--- config.mk ---
export PLATFORM = sky130hd
export DESIGN_NAME = ft_tx_pattern_gen
export DESIGN_NICKNAME = d
export VERILOG_FILES = /design/src/rtl/ft_tx_pattern_gen.sv
export SDC_FILE = /design/constraint.sdc
export NUM_CORES = 1
export LEC_CHECK = 0
export BUFFER_PORTS_ARGS = -buffer_cell sky130_fd_sc_hd__buf_4
export CORE_UTILIZATION = 40
export CTS_BUF_LIST = sky130_fd_sc_hd__clkbuf_8
export CTS_CLUSTER_SIZE = 24
export DETAILED_ROUTE_END_ITERATION = 6
export GPL_TIMING_DRIVEN = 0
export PLACE_DENSITY = 0.65
export RECOVER_POWER = 100
export SYNTH_ARGS = -nofsm -noshare
export SYNTH_HDL_FRONTEND = slang
export SYNTH_SLANG_ARGS = --single-unit
--- constraint.sdc ---
create_clock -name clk -period 2.9 [get_ports clk]
set_input_delay 0.145 -clock clk [delete_from_list [all_inputs] [get_ports clk]]
set_output_delay 0.145 -clock clk [all_outputs]
set_load 0.02 [all_outputs]
--- src/rtl/ft_tx_pattern_gen.sv ---
// ft_tx_pattern_gen: FT600-style transmit test-pattern generator.
// Emits one header word plus a payload burst on an active-low strobe, honouring txen on every word.
module ft_tx_pattern_gen #(
  parameter int                DATA_W    = 16,
  parameter int                BE_W      = DATA_W / 8,
  parameter int                MAX_BURST = 1024,
  parameter int                SLEEP_W   = 16,
  parameter logic [DATA_W-1:0] LFSR_POLY = 16'hB400,
  parameter logic [DATA_W-1:0] LFSR_SEED = 16'h0001
) (
  input  logic                         clk,
  input  logic                         rst,
  input  logic                         en,
  input  logic [1:0]                   mode,
  input  logic [$clog2(MAX_BURST)-1:0] burst_len,
  input  logic [SLEEP_W-1:0]           sleep_ticks,
  input  logic [BE_W-1:0]              last_be,
  input  logic                         txen,
  output logic                         wrn,
  output logic [DATA_W-1:0]            data,
  output logic [BE_W-1:0]              be,
  output logic                         burst_done,
  output logic [DATA_W-1:0]            cycle_cnt
);

  // state   | meaning
  // IDLE    | strobe high, waiting for en with the FIFO not full
  // HEADER  | presenting the cycle_cnt header word
  // PAYLOAD | presenting payload word idx
  // SLEEP   | strobe high for the latched sleep count; the last tick may relaunch

  localparam int LEN_W = $clog2(MAX_BURST);

  typedef enum logic [1:0] {
    ST_IDLE,
    ST_HEADER,
    ST_PAYLOAD,
    ST_SLEEP
  } state_t;

  state_t               state, state_n;
  logic                 wrn_n, burst_done_n;
  logic [DATA_W-1:0]    data_n, cycle_cnt_n;
  logic [BE_W-1:0]      be_n;
  logic [LEN_W-1:0]     idx, idx_n;
  logic [DATA_W-1:0]    lfsr, lfsr_n;
  logic [1:0]           mode_q, mode_n;
  logic [LEN_W-1:0]     len_q, len_n;
  logic [BE_W-1:0]      last_be_q, last_be_n;
  logic [SLEEP_W-1:0]   sleep_q, sleep_n;
  logic [SLEEP_W-1:0]   sleep_cnt, sleep_cnt_n;

  logic                 xfer;
  logic                 start;
  logic                 launch;
  logic [LEN_W-1:0]     idx_inc;
  logic [DATA_W-1:0]    lfsr_step;
  logic [BE_W-1:0]      final_be;

  assign xfer      = !wrn && !txen;
  assign start     = en && !txen;
  assign idx_inc   = idx + LEN_W'(1);
  assign lfsr_step = {1'b0, lfsr[DATA_W-1:1]} ^ (lfsr[0] ? LFSR_POLY : '0);
  assign final_be  = (last_be_q == '0) ? '1 : last_be_q;

  function automatic logic [DATA_W-1:0] pattern(input logic [1:0]        m,
                                                input logic [LEN_W-1:0]  i,
                                                input logic [DATA_W-1:0] l);
    case (m)
      2'd0:    pattern = DATA_W'(i);
      2'd1:    pattern = DATA_W'(1) << (int'(i) % DATA_W);
      2'd2:    pattern = l;
      default: pattern = {BE_W{8'hA5}};
    endcase
  endfunction

  always_comb begin
    state_n      = state;
    wrn_n        = wrn;
    data_n       = data;
    be_n         = be;
    burst_done_n = 1'b0;
    cycle_cnt_n  = cycle_cnt;
    idx_n        = idx;
    lfsr_n       = lfsr;
    mode_n       = mode_q;
    len_n        = len_q;
    last_be_n    = last_be_q;
    sleep_n      = sleep_q;
    sleep_cnt_n  = sleep_cnt;
    launch       = 1'b0;

    case (state)
      ST_IDLE: begin
        launch = start;
      end
      ST_HEADER: begin
        if (xfer) begin
          state_n = ST_PAYLOAD;
          idx_n   = '0;
          data_n  = pattern(mode_q, '0, lfsr);
          be_n    = (len_q == '0) ? final_be : '1;
        end
      end
      ST_PAYLOAD: begin
        if (xfer) begin
          lfsr_n = lfsr_step;
          if (idx == len_q) begin
            wrn_n        = 1'b1;
            be_n         = '0;
            burst_done_n = 1'b1;
            cycle_cnt_n  = (cycle_cnt == '1) ? DATA_W'(1) : cycle_cnt + DATA_W'(1);
            if (sleep_q != '0) begin
              state_n     = ST_SLEEP;
              sleep_cnt_n = sleep_q;
            end else begin
              state_n = ST_IDLE;
            end
          end else begin
            idx_n  = idx_inc;
            data_n = pattern(mode_q, idx_inc, lfsr_step);
            be_n   = (idx_inc == len_q) ? final_be : '1;
          end
        end
      end
      ST_SLEEP: begin
        // The terminal sleep tick doubles as the idle decision, so the gap is exactly sleep_ticks.
        if (sleep_cnt == SLEEP_W'(1)) begin
          sleep_cnt_n = '0;
          state_n     = ST_IDLE;
          launch      = start;
        end else begin
          sleep_cnt_n = sleep_cnt - SLEEP_W'(1);
        end
      end
      default: state_n = ST_IDLE;
    endcase

    if (launch) begin
      state_n   = ST_HEADER;
      mode_n    = mode;
      len_n     = burst_len;
      last_be_n = last_be;
      sleep_n   = sleep_ticks;
      lfsr_n    = LFSR_SEED;
      wrn_n     = 1'b0;
      data_n    = cycle_cnt;
      be_n      = '1;
    end
  end

  always_ff @(posedge clk) begin
    if (rst) begin
      state      <= ST_IDLE;
      wrn        <= 1'b1;
      data       <= '0;
      be         <= '0;
      burst_done <= 1'b0;
      cycle_cnt  <= DATA_W'(1);
      idx        <= '0;
      lfsr       <= LFSR_SEED;
      mode_q     <= '0;
      len_q      <= '0;
      last_be_q  <= '0;
      sleep_q    <= '0;
      sleep_cnt  <= '0;
    end else begin
      state      <= state_n;
      wrn        <= wrn_n;
      data       <= data_n;
      be         <= be_n;
      burst_done <= burst_done_n;
      cycle_cnt  <= cycle_cnt_n;
      idx        <= idx_n;
      lfsr       <= lfsr_n;
      mode_q     <= mode_n;
      len_q      <= len_n;
      last_be_q  <= last_be_n;
      sleep_q    <= sleep_n;
      sleep_cnt  <= sleep_cnt_n;
    end
  end

endmodule

==> results of run 1 <==
state kept, by name, summed over array words and instances, names as in the netlist, 10 cells and up:
name,count
lfsr,16
idx,10
cycle_cnt,16
data,16
sleep_cnt,16
sleep_q,16
len_q,10
metrics by stage:
step | utilization | setup WS [ns] | hold WS (ns)
floorplan | - | 0.724 | 0.281
global placement | 0.457 | 0.0768 | 0.397
detailed placement | 0.457 | 0.0394 | 0.405
CTS | 0.490 | 0.0311 | 0.0102
global route | 0.479 | 0.0193 | 0.0370
finish | 0.479 | 0.252 | 0.0212
cell usage after synthesis (3+ instances only):
master	instances	area, um2
nand2_1	135	507
dfxtp_1	110	2200
a21oi_1	83	415
nor2_1	80	300
o21ai_0	35	175
clkbuf_1	34	128
nand3_1	23	115
buf_2	20	100
xor2_1	20	175
xnor2_1	19	166
nor3_1	18	90.1
nor2b_1	14	87.6
nor4_1	14	87.6
a311oi_1	12	105
ha_1	12	150
inv_1	12	45.0
nand4_1	11	68.8
o31ai_1	11	82.6
a211oi_1	10	75.1
mux2i_1	10	100
nand2b_1	10	62.6
and3_1	9	56.3
a31oi_1	7	43.8
mux2_2	7	78.8
and2_1	6	37.5
o32ai_1	6	52.6
and4_1	5	43.8
a22oi_1	4	30.0
a41oi_1	4	35.0
o22ai_1	4	25.0
or3_1	4	25.0
a21o_1	3	22.5
a221oi_1	3	26.3
a32oi_1	3	26.3
buf_4	3	22.5
nand3b_1	3	22.5
o2bb2ai_1	3	26.3
or4_1	3	22.5
tightest hold or removal path, stage by stage:
cell	delay (ns)
buf_4	0.11
nand2_1	0.08
a21oi_1	0.06
layer usage:
layer	vias to the layer above	share of wire
met5	-	0
met4	0	0.016
met3	19	0.055
met2	196	0.46
met1	2816	0.47
li1	3087	-
power groups by stage:
stage / clock [mW] / combinational [mW] / sequential (mW)
finish: 1.02 / 1.27 / 1.75
global route: 1.08 / 1.39 / 1.76
CTS: 1.02 / 1.28 / 1.75
detailed placement: 0 / 1.25 / 1.78
global placement: 0 / 1.24 / 1.78
floorplan: 0 / 0.827 / 1.78
cell families after synthesis:
group | Yosys count | share of synthesized area
simple gates | 351 | 0.272
compound gates | 204 | 0.207
flops | 110 | 0.357
buf+inv | 73 | 0.0517
xor+xnor | 40 | 0.0590
mux | 17 | 0.0290
fa+ha+maj | 12 | 0.0243
cell type report:
type | instances | area (um2) | area share
plain buffers | 61 | 268 | 0.0369
clock buffers | 9 | 124 | 0.0171
clock inverters | 7 | 81.3 | 0.0112
inverters | 12 | 45.0 | 0.00620
multi-input cells | 624 | 3640 | 0.501
flip-flops and latches | 110 | 2200 | 0.303
well taps | 188 | 235 | 0.0324
repair buffers | 97 | 666 | 0.0917
path summary, 6_finish.rpt:
check,cells past startpoint,endpoint,slack [ns]
worst min register to register,2,sleep_q[10],0.48
worst min-delay path,3,mode_q[0],0.02
worst max-delay path,10,sleep_cnt[11],0.25
worst max register to register,10,sleep_cnt[11],0.25
timing repair:
| item | CTS | global route |
|---|---|---|
| gates resized for setup | 0 | 5 |
| hold endpoints to repair | 29 | 0 |
| hold buffers | 29 | 0 |
| setup endpoints to repair | 0 | 14 |
layout by cell type, fill, tap and decap left out, drive strengths merged, types with 6 or more instances in the layout:
master,netlist,routed
nand3,23,23
nor4,15,15
a21oi,83,83
nor2,80,80
dlygate4sd3,0,29
o31ai,11,11
mux2,7,7
and2,6,6
nand4,12,12
xor2,20,20
nand2b,10,10
dfxtp,110,110
o21ai,36,36
buf,26,49
clkbuf,35,89
nor3,18,18
ha,12,12
a31oi,8,8
nand2,136,136
and3,9,9
xnor2,19,19
o32ai,6,6
inv,12,16
nor2b,14,14
a211oi,10,10
mux2i,10,10
a311oi,12,12
==> results.toml, run 1 <==
[routing]
drc = 0
drt-wirelength-per-cell_um = 17.1
ant_nets = 0
drt-total-wl_um = 19000
drtIter0Drc = 523
post_drt_via_cell_ratio = 5.52
dr.pass1.iters = 5
num_vias = 6118

[floorplanning]
die_h_um = 126
core-area_mm2 = 0.0151
rows = 45
die-area_mm2 = 0.0159
io_pins = 70
start_util = 0.408
die_x_um = 126

[timing]
setup_viol = 0
hold_viol = 0
fin_crit_sh = 0.913
tns_ns = 0
rsz0062_at_grt = "no"
slew_violations = 0
max_freq_ghz = 0.378
skew_ns = 0.0155
slew_headroom = 0.497
period_minus_slack_ns = 2.65
worst_slew_pin_slew_ns = 0.754

[min_path]
hp-start = "mode[0]"
hp-class = "input pin to flip-flop"

[logic_synthesis]
synth_edf_count = 0
yosysSeqAreaShare = 0.357
avgSynthCellArea_um2 = 7.65
synth_nets = 853
ys_warn_count = 0
synthFlopType = "dfxtp_1"
ys_ff_latch = 110
synthArstFlopShare = 0
yosys.cell_types.count = 67
syn_area_mm2 = 0.00617
netlist_instances = 807

[global_route]
use_met3 = 0.0353
antenna_found_initial = 0
grt_pass1_vias = 5654
grt.total_usage = 0.244
grt_overflow_total = 0
grt_max_degree = 20
met2_usage = 0.393
use_met1 = 0.336
grt_busiest_layer = "met2"
grt_pass1_wl_um = 30200

[placed_design]
place_congestion = 0.939
placed_area_mm2 = 0.00692
numPortBuffers = 68
dp_hpwl_um = 13900
post-place-cells = 1063

[flow_run]
cap_violations = 0

[clock_tree]
htree_levels = 3
path_clk_slew_ns = 0.11
clock_latency_ns = 0.41
clockBufferDepth = 2
cts_setup_buffers = 0
cts_inserted_buffers = 9
cts_num_sinks = 110
cts_tree = "done"
ctsRootBufferMaster = "clkbuf_8"

[critical_path]
cp.required_ns = 3.19
critPathBufInv = 3
cp_slowest_cell = "dfxtp_1"
critPathTopFamily = "simple AND/OR/NAND/NOR gates"
r2r-start = "state[0]"
critPathLaunch = "state[0]"
crit_chain = "inv_1, ha_2, or3b_1, clkbuf_1, a41oi_1, and4_1, nor2_1, clkbuf_2, o211ai_1, o211ai_1"
critPathArrivalTime_ns = 2.94
end_kind = "flip-flop"
slowest_delay_ns = 0.36
crit_top_cell = "o211ai_1"
crit_type = "flip-flop to flip-flop"
crit_fanout = 10
startpoint_type = "flip-flop"

[power]
power.switching_mw = 1.53
power_mw = 4.03
p_per_area_mw_per_mm2 = 555
p_clk_frac = 0.252
seqPwrFrac = 0.433
pwr-share-comb = 0.314
p_int_mw = 2.50
peakVddDrop_mv = 0.280
switching_share = 0.380
p_leak_nw = 2.56

[layout]
fin_cells = 1108
antennaDiodeCount = 0
fin_nets = 961
fin_area_mm2 = 0.00726
synthToLayoutAreaGrowth_pct = 17.6
layout-drive-gt1-share = 0.0935
n_fill_cell = 1547

[run_status]
status = "completed"
Note: power is estimated with default switching activity, not from simulation.
==> inputs of run 2 (changes only) <==
--- a/config.mk
+++ b/config.mk
@@ -6,12 +6,14 @@
 export NUM_CORES = 1
 export LEC_CHECK = 0
 export BUFFER_PORTS_ARGS = -buffer_cell sky130_fd_sc_hd__buf_4
-export CORE_UTILIZATION = 40
+export CELL_PAD_IN_SITES_DETAIL_PLACEMENT = 1
+export CELL_PAD_IN_SITES_GLOBAL_PLACEMENT = 2
+export CORE_UTILIZATION = 35
 export CTS_BUF_LIST = sky130_fd_sc_hd__clkbuf_8
 export CTS_CLUSTER_SIZE = 24
 export DETAILED_ROUTE_END_ITERATION = 6
 export GPL_TIMING_DRIVEN = 0
-export PLACE_DENSITY = 0.65
+export PLACE_DENSITY = 0.88
 export RECOVER_POWER = 100
 export SYNTH_ARGS = -nofsm -noshare
 export SYNTH_HDL_FRONTEND = slang
==> results.toml, run 2 (same netlist as run 1, synthesis figures left out) <==
[critical_path]
timing.rr.end = "data[14]"
r2r-start = "state[0]"
crit_chain = "inv_1, ha_2, clkbuf_1, clkbuf_2, buf_2, nand2_1, o32ai_1, mux2i_1, o21ai_0"
crit_fanout = 10
cp_slowest_cell = "clkbuf_1"
reg2reg_depth = 9
crit_type = "flip-flop to flip-flop"
slowest_delay_ns = 0.47
startpoint_type = "flip-flop"
critPathArrivalTime_ns = 3.07
end_kind = "flip-flop"
r2r_slack_ns = 0.17
cp.required_ns = 3.24

[timing]
tns_ns = 0
hold_viol = 0
skew_ns = 0.0114
fin_crit_sh = 0.943
setup_ws_ns = 0.166
rsz0062_at_grt = "no"
slew_violations = 0
period_minus_slack_ns = 2.73
slew_headroom = 0.436
worst_slew_pin_slew_ns = 0.839
setup_viol = 0
whs_ns = 0.361
max_freq_ghz = 0.366

[floorplanning]
die-area_mm2 = 0.0182
io_pins = 70
die_h_um = 135
die_x_um = 135
start_util = 0.358
core-area_mm2 = 0.0172
rows = 48

[routing]
num_vias = 6244
dr.pass1.iters = 4
post_drt_via_cell_ratio = 5.45
drc = 0
ant_nets = 0
drtIter0Drc = 343
drt-total-wl_um = 21500
drt-wirelength-per-cell_um = 18.8

[placed_design]
post-place-ws_ns = -0.00915
numPortBuffers = 68
place_congestion = 0.890
dp_hpwl_um = 16000

[min_path]
hp-start = "rst"
holdPathEnd = "cycle_cnt[2]"
min_delay_path_depth = 3
hp-class = "input pin to flip-flop"

[clock_tree]
clockBufferDepth = 2
cts_inserted_buffers = 9
clock_latency_ns = 0.40
cts_setup_buffers = 0
ctsRootBufferMaster = "clkbuf_8"
path_clk_slew_ns = 0.12
cts_tree = "done"
cts_num_sinks = 110
htree_levels = 3

[power]
power_mw = 3.99
p_per_area_mw_per_mm2 = 546
peakVddDrop_mv = 0.260
p_leak_nw = 2.54

[layout]
fin_nets = 962
final_common_cell = "nand2_1"
antennaDiodeCount = 0
synthToLayoutAreaGrowth_pct = 18.5
layout_common_cells = "nand2_1, dfxtp_1, a21oi_1"
final_util = 0.424
layout-drive-gt1-share = 0.0945

[global_route]
grt.total_usage = 0.244
grt_pass1_vias = 6120
grt_pass1_wl_um = 34100
grt_max_degree = 20
grt_overflow_total = 0
antenna_found_initial = 0

[run_status]
status = "completed"

[flow_run]
cap_violations = 0
==> run 2: cell count changes in the layout (fill, tap and decap cells not counted), moves of 2 or more <==
cell | before | now
clkbuf_2 | 9 | 6
buf_4 | 33 | 35
clkbuf_1 | 71 | 73
inv_8 | 2 | 0
==> run 2: critical path: cells and delay by family (launching register included) <==
family	cells	cell delay (ns)
AOI/OAI and AO/OA	2	0.55
DFF	1	0.36
buffers and inverters	4	1.22
muxes	1	0.13
and+or+nand+nor	1	0.14
adders and majority gates	1	0.27
==> run 2: final cells by class <==
class,count,area (um2)
inverters,12,45.0
multi-input cells,624,3650
fillers,2174,9920
clock buffers,10,138
well taps,225,282
flip-flops and latches,110,2200
plain buffers,61,270
clock inverters,6,53.8
repair buffers,98,676
==> run 2: worst max path at each step <==
| stage | startpoint | endpoint | slack [ns] | cells after the start |
|---|---|---|---|---|
| 2_1_floorplan | state[0] | sleep_cnt[11] | 0.72 | 10 |
| 4_1_cts | state[0] | data[9] | 0.02 | 8 |
| 3_5_place_dp | state[0] | sleep_cnt[10] | -0.009 | 10 |
| 3_3_place_gp | state[0] | sleep_cnt[15] | 0.01 | 10 |
| 6_report | state[0] | data[14] | 0.17 | 9 |
| 5_1_grt | state[0] | sleep_cnt[12] | 0.01 | 10 |
==> run 2: stage by stage <==
step,cells,area [um2]
5_1_grt,1146,7310
4_1_cts,1146,7460
6_report,1146,7310
2_1_floorplan,807,6170
3_3_place_gp,1100,6970
3_5_place_dp,1100,6970
==> run 2: layer usage <==
| metal | vias up | share of wire | global-route usage |
|---|---|---|---|
| met2 | 123 | 0.46 | 0.393 |
| met1 | 3029 | 0.49 | 0.338 |
| li1 | 3076 | - | - |
| met4 | 0 | 0.011 | 0.0531 |
| met3 | 16 | 0.038 | 0.0439 |
| met5 | - | 0 | 0 |
==> run 2: power breakdown <==
| part | total (mW) | leakage [nW] | internal [mW] | switching [mW] |
|---|---|---|---|---|
| registers | 1.75 | 0.890 | 1.63 | 0.125 |
| clock network | 0.942 | 0.0921 | 0.348 | 0.593 |
| logic | 1.29 | 1.56 | 0.457 | 0.837 |
| total | 3.99 | 2.54 | 2.43 | 1.55 |
==> run 2: timing repair <==
item                                    in CTS  in global routing
gates resized for setup                      1                  4
endpoints found under the setup margin       6                 19
cloned                                       0                  0
hold buffers                                30                  0
hold endpoints to repair                    30                  0
==> inputs of run 3 (changes only) <==
--- a/config.mk
+++ b/config.mk
@@ -8,6 +8,7 @@
 export BUFFER_PORTS_ARGS = -buffer_cell sky130_fd_sc_hd__buf_4
 export CELL_PAD_IN_SITES_DETAIL_PLACEMENT = 1
 export CELL_PAD_IN_SITES_GLOBAL_PLACEMENT = 2
+export CORE_MARGIN = 3
 export CORE_UTILIZATION = 35
 export CTS_BUF_LIST = sky130_fd_sc_hd__clkbuf_8
 export CTS_CLUSTER_SIZE = 24
==> results.toml, run 3 (same netlist as run 1, synthesis figures left out) <==
[run_status]
status = "completed"

[power]
p_leak_nw = 2.54
peakVddDrop_mv = 0.250
p_per_area_mw_per_mm2 = 551
power_mw = 4.01

[layout]
fin_cells = 1137
final_common_cell = "nand2_1"
antennaDiodeCount = 0
fin_nets = 958
final_util = 0.430
fin_area_mm2 = 0.00727
layout-drive-gt1-share = 0.0960
layout_common_cells = "nand2_1, dfxtp_1, a21oi_1"
synthToLayoutAreaGrowth_pct = 17.8

[clock_tree]
cts_num_sinks = 110
cts_tree = "done"
htree_levels = 3
path_clk_slew_ns = 0.12
clockBufferDepth = 2
ctsRootBufferMaster = "clkbuf_8"
cts_setup_buffers = 0
clock_latency_ns = 0.41
cts_inserted_buffers = 9

[placed_design]
dp_hpwl_um = 16300
placed_area_mm2 = 0.00696
post-place-ws_ns = -0.0310
post-place-cells = 1095
numPortBuffers = 68
place_congestion = 0.889

[routing]
drt-wirelength-per-cell_um = 19.3
post_drt_via_cell_ratio = 5.55
dr.pass1.iters = 5
drtIter0Drc = 430
drt-total-wl_um = 22000
num_vias = 6313
drc = 0
ant_nets = 0

[critical_path]
crit_fanout = 10
cp_slowest_cell = "clkbuf_1"
slowest_delay_ns = 0.44
startpoint_type = "flip-flop"
r2r_slack_ns = 0.19
critPathBufInv = 2
crit_chain = "nor3_1, nand4b_2, o31a_1, buf_2, nand2_1, clkbuf_1, o31ai_1"
cp.required_ns = 3.18
end_kind = "flip-flop"
critPathArrivalTime_ns = 2.99
crit_type = "flip-flop to flip-flop"
critPathTopFamily = "simple AND/OR/NAND/NOR gates"

[floorplanning]
io_pins = 70
start_util = 0.365
rows = 47
die_x_um = 139
die-area_mm2 = 0.0193
die_h_um = 139
core-area_mm2 = 0.0169

[timing]
fin_crit_sh = 0.935
max_freq_ghz = 0.369
worst_slew_pin_slew_ns = 0.841
whs_ns = 0.0163
slew_violations = 0
skew_ns = 0.0178
hold_viol = 0
rsz0062_at_grt = "no"
setup_ws_ns = 0.188
slew_headroom = 0.440
period_minus_slack_ns = 2.71
setup_viol = 0
tns_ns = 0

[flow_run]
cap_violations = 0

[global_route]
use_met3 = 0.0321
grt_max_degree = 22
grt_pass1_vias = 6151
use_met1 = 0.305
grt_pass1_wl_um = 34700
grt_overflow_total = 0
grt.total_usage = 0.223
grt_busiest_layer = "met2"
met2_usage = 0.371
antenna_found_initial = 0

[min_path]
hp-class = "input pin to flip-flop"
==> run 3: cell count changes in the layout (fill, tap and decap cells not counted), sizes merged <==
cell	previous run	this run
dlygate4sd3	30	26
clkinv	2	5
buf	50	48
clkbuf	89	90
clkinvlp	2	0
==> run 3: final timing paths <==
kind / endpoint / depth (start not counted) / startpoint
max: data[10] / 7 / sleep_cnt[4]
min: sleep_q[15] / 3 / sleep_ticks[15]
max reg2reg: data[10] / 7 / sleep_cnt[4]
min reg2reg: sleep_q[10] / 2 / sleep_q[10]
==> run 3: routing by layer <==
metal	routed length, um	vias to the layer above	share of wire
met5	0	-	0
met4	311	0	0.014
met3	703	20	0.032
met2	10500	117	0.48
met1	10500	3109	0.48
li1	-	3067	-
==> run 3: report_power, final <==
| group | total [mW] | internal, mW | switching, mW |
|---|---|---|---|
| sequential | 1.75 | 1.63 | 0.121 |
| clock | 0.968 | 0.341 | 0.627 |
| combinational | 1.29 | 0.453 | 0.838 |
| total | 4.01 | 2.42 | 1.59 |
==> run 3: worst register-to-register path, cell delays in order, from the launching register on <==
cell	delay (ns)
dfxtp_1	0.39
nor3_1	0.42
nand4b_2	0.35
o31a_1	0.37
buf_2	0.19
nand2_1	0.27
clkbuf_1	0.44
o31ai_1	0.16
==> run 3: timing repair <==
action,in CTS,in global routing
hold buffers,26,0
resized for setup,2,5
endpoints found under the hold margin,26,0
gates cloned,0,0
setup endpoints to repair,8,19
==> run 3: layout make-up <==
type	instances	area, um2
Clock inverter	7	78.8
Clock buffer	9	124
Multi-Input combinational cell	624	3650
Buffer	61	267
Inverter	12	45.0
Tap cell	220	275
Sequential cell	110	2200
Timing Repair Buffer	94	636
Fill cell	2173	9660
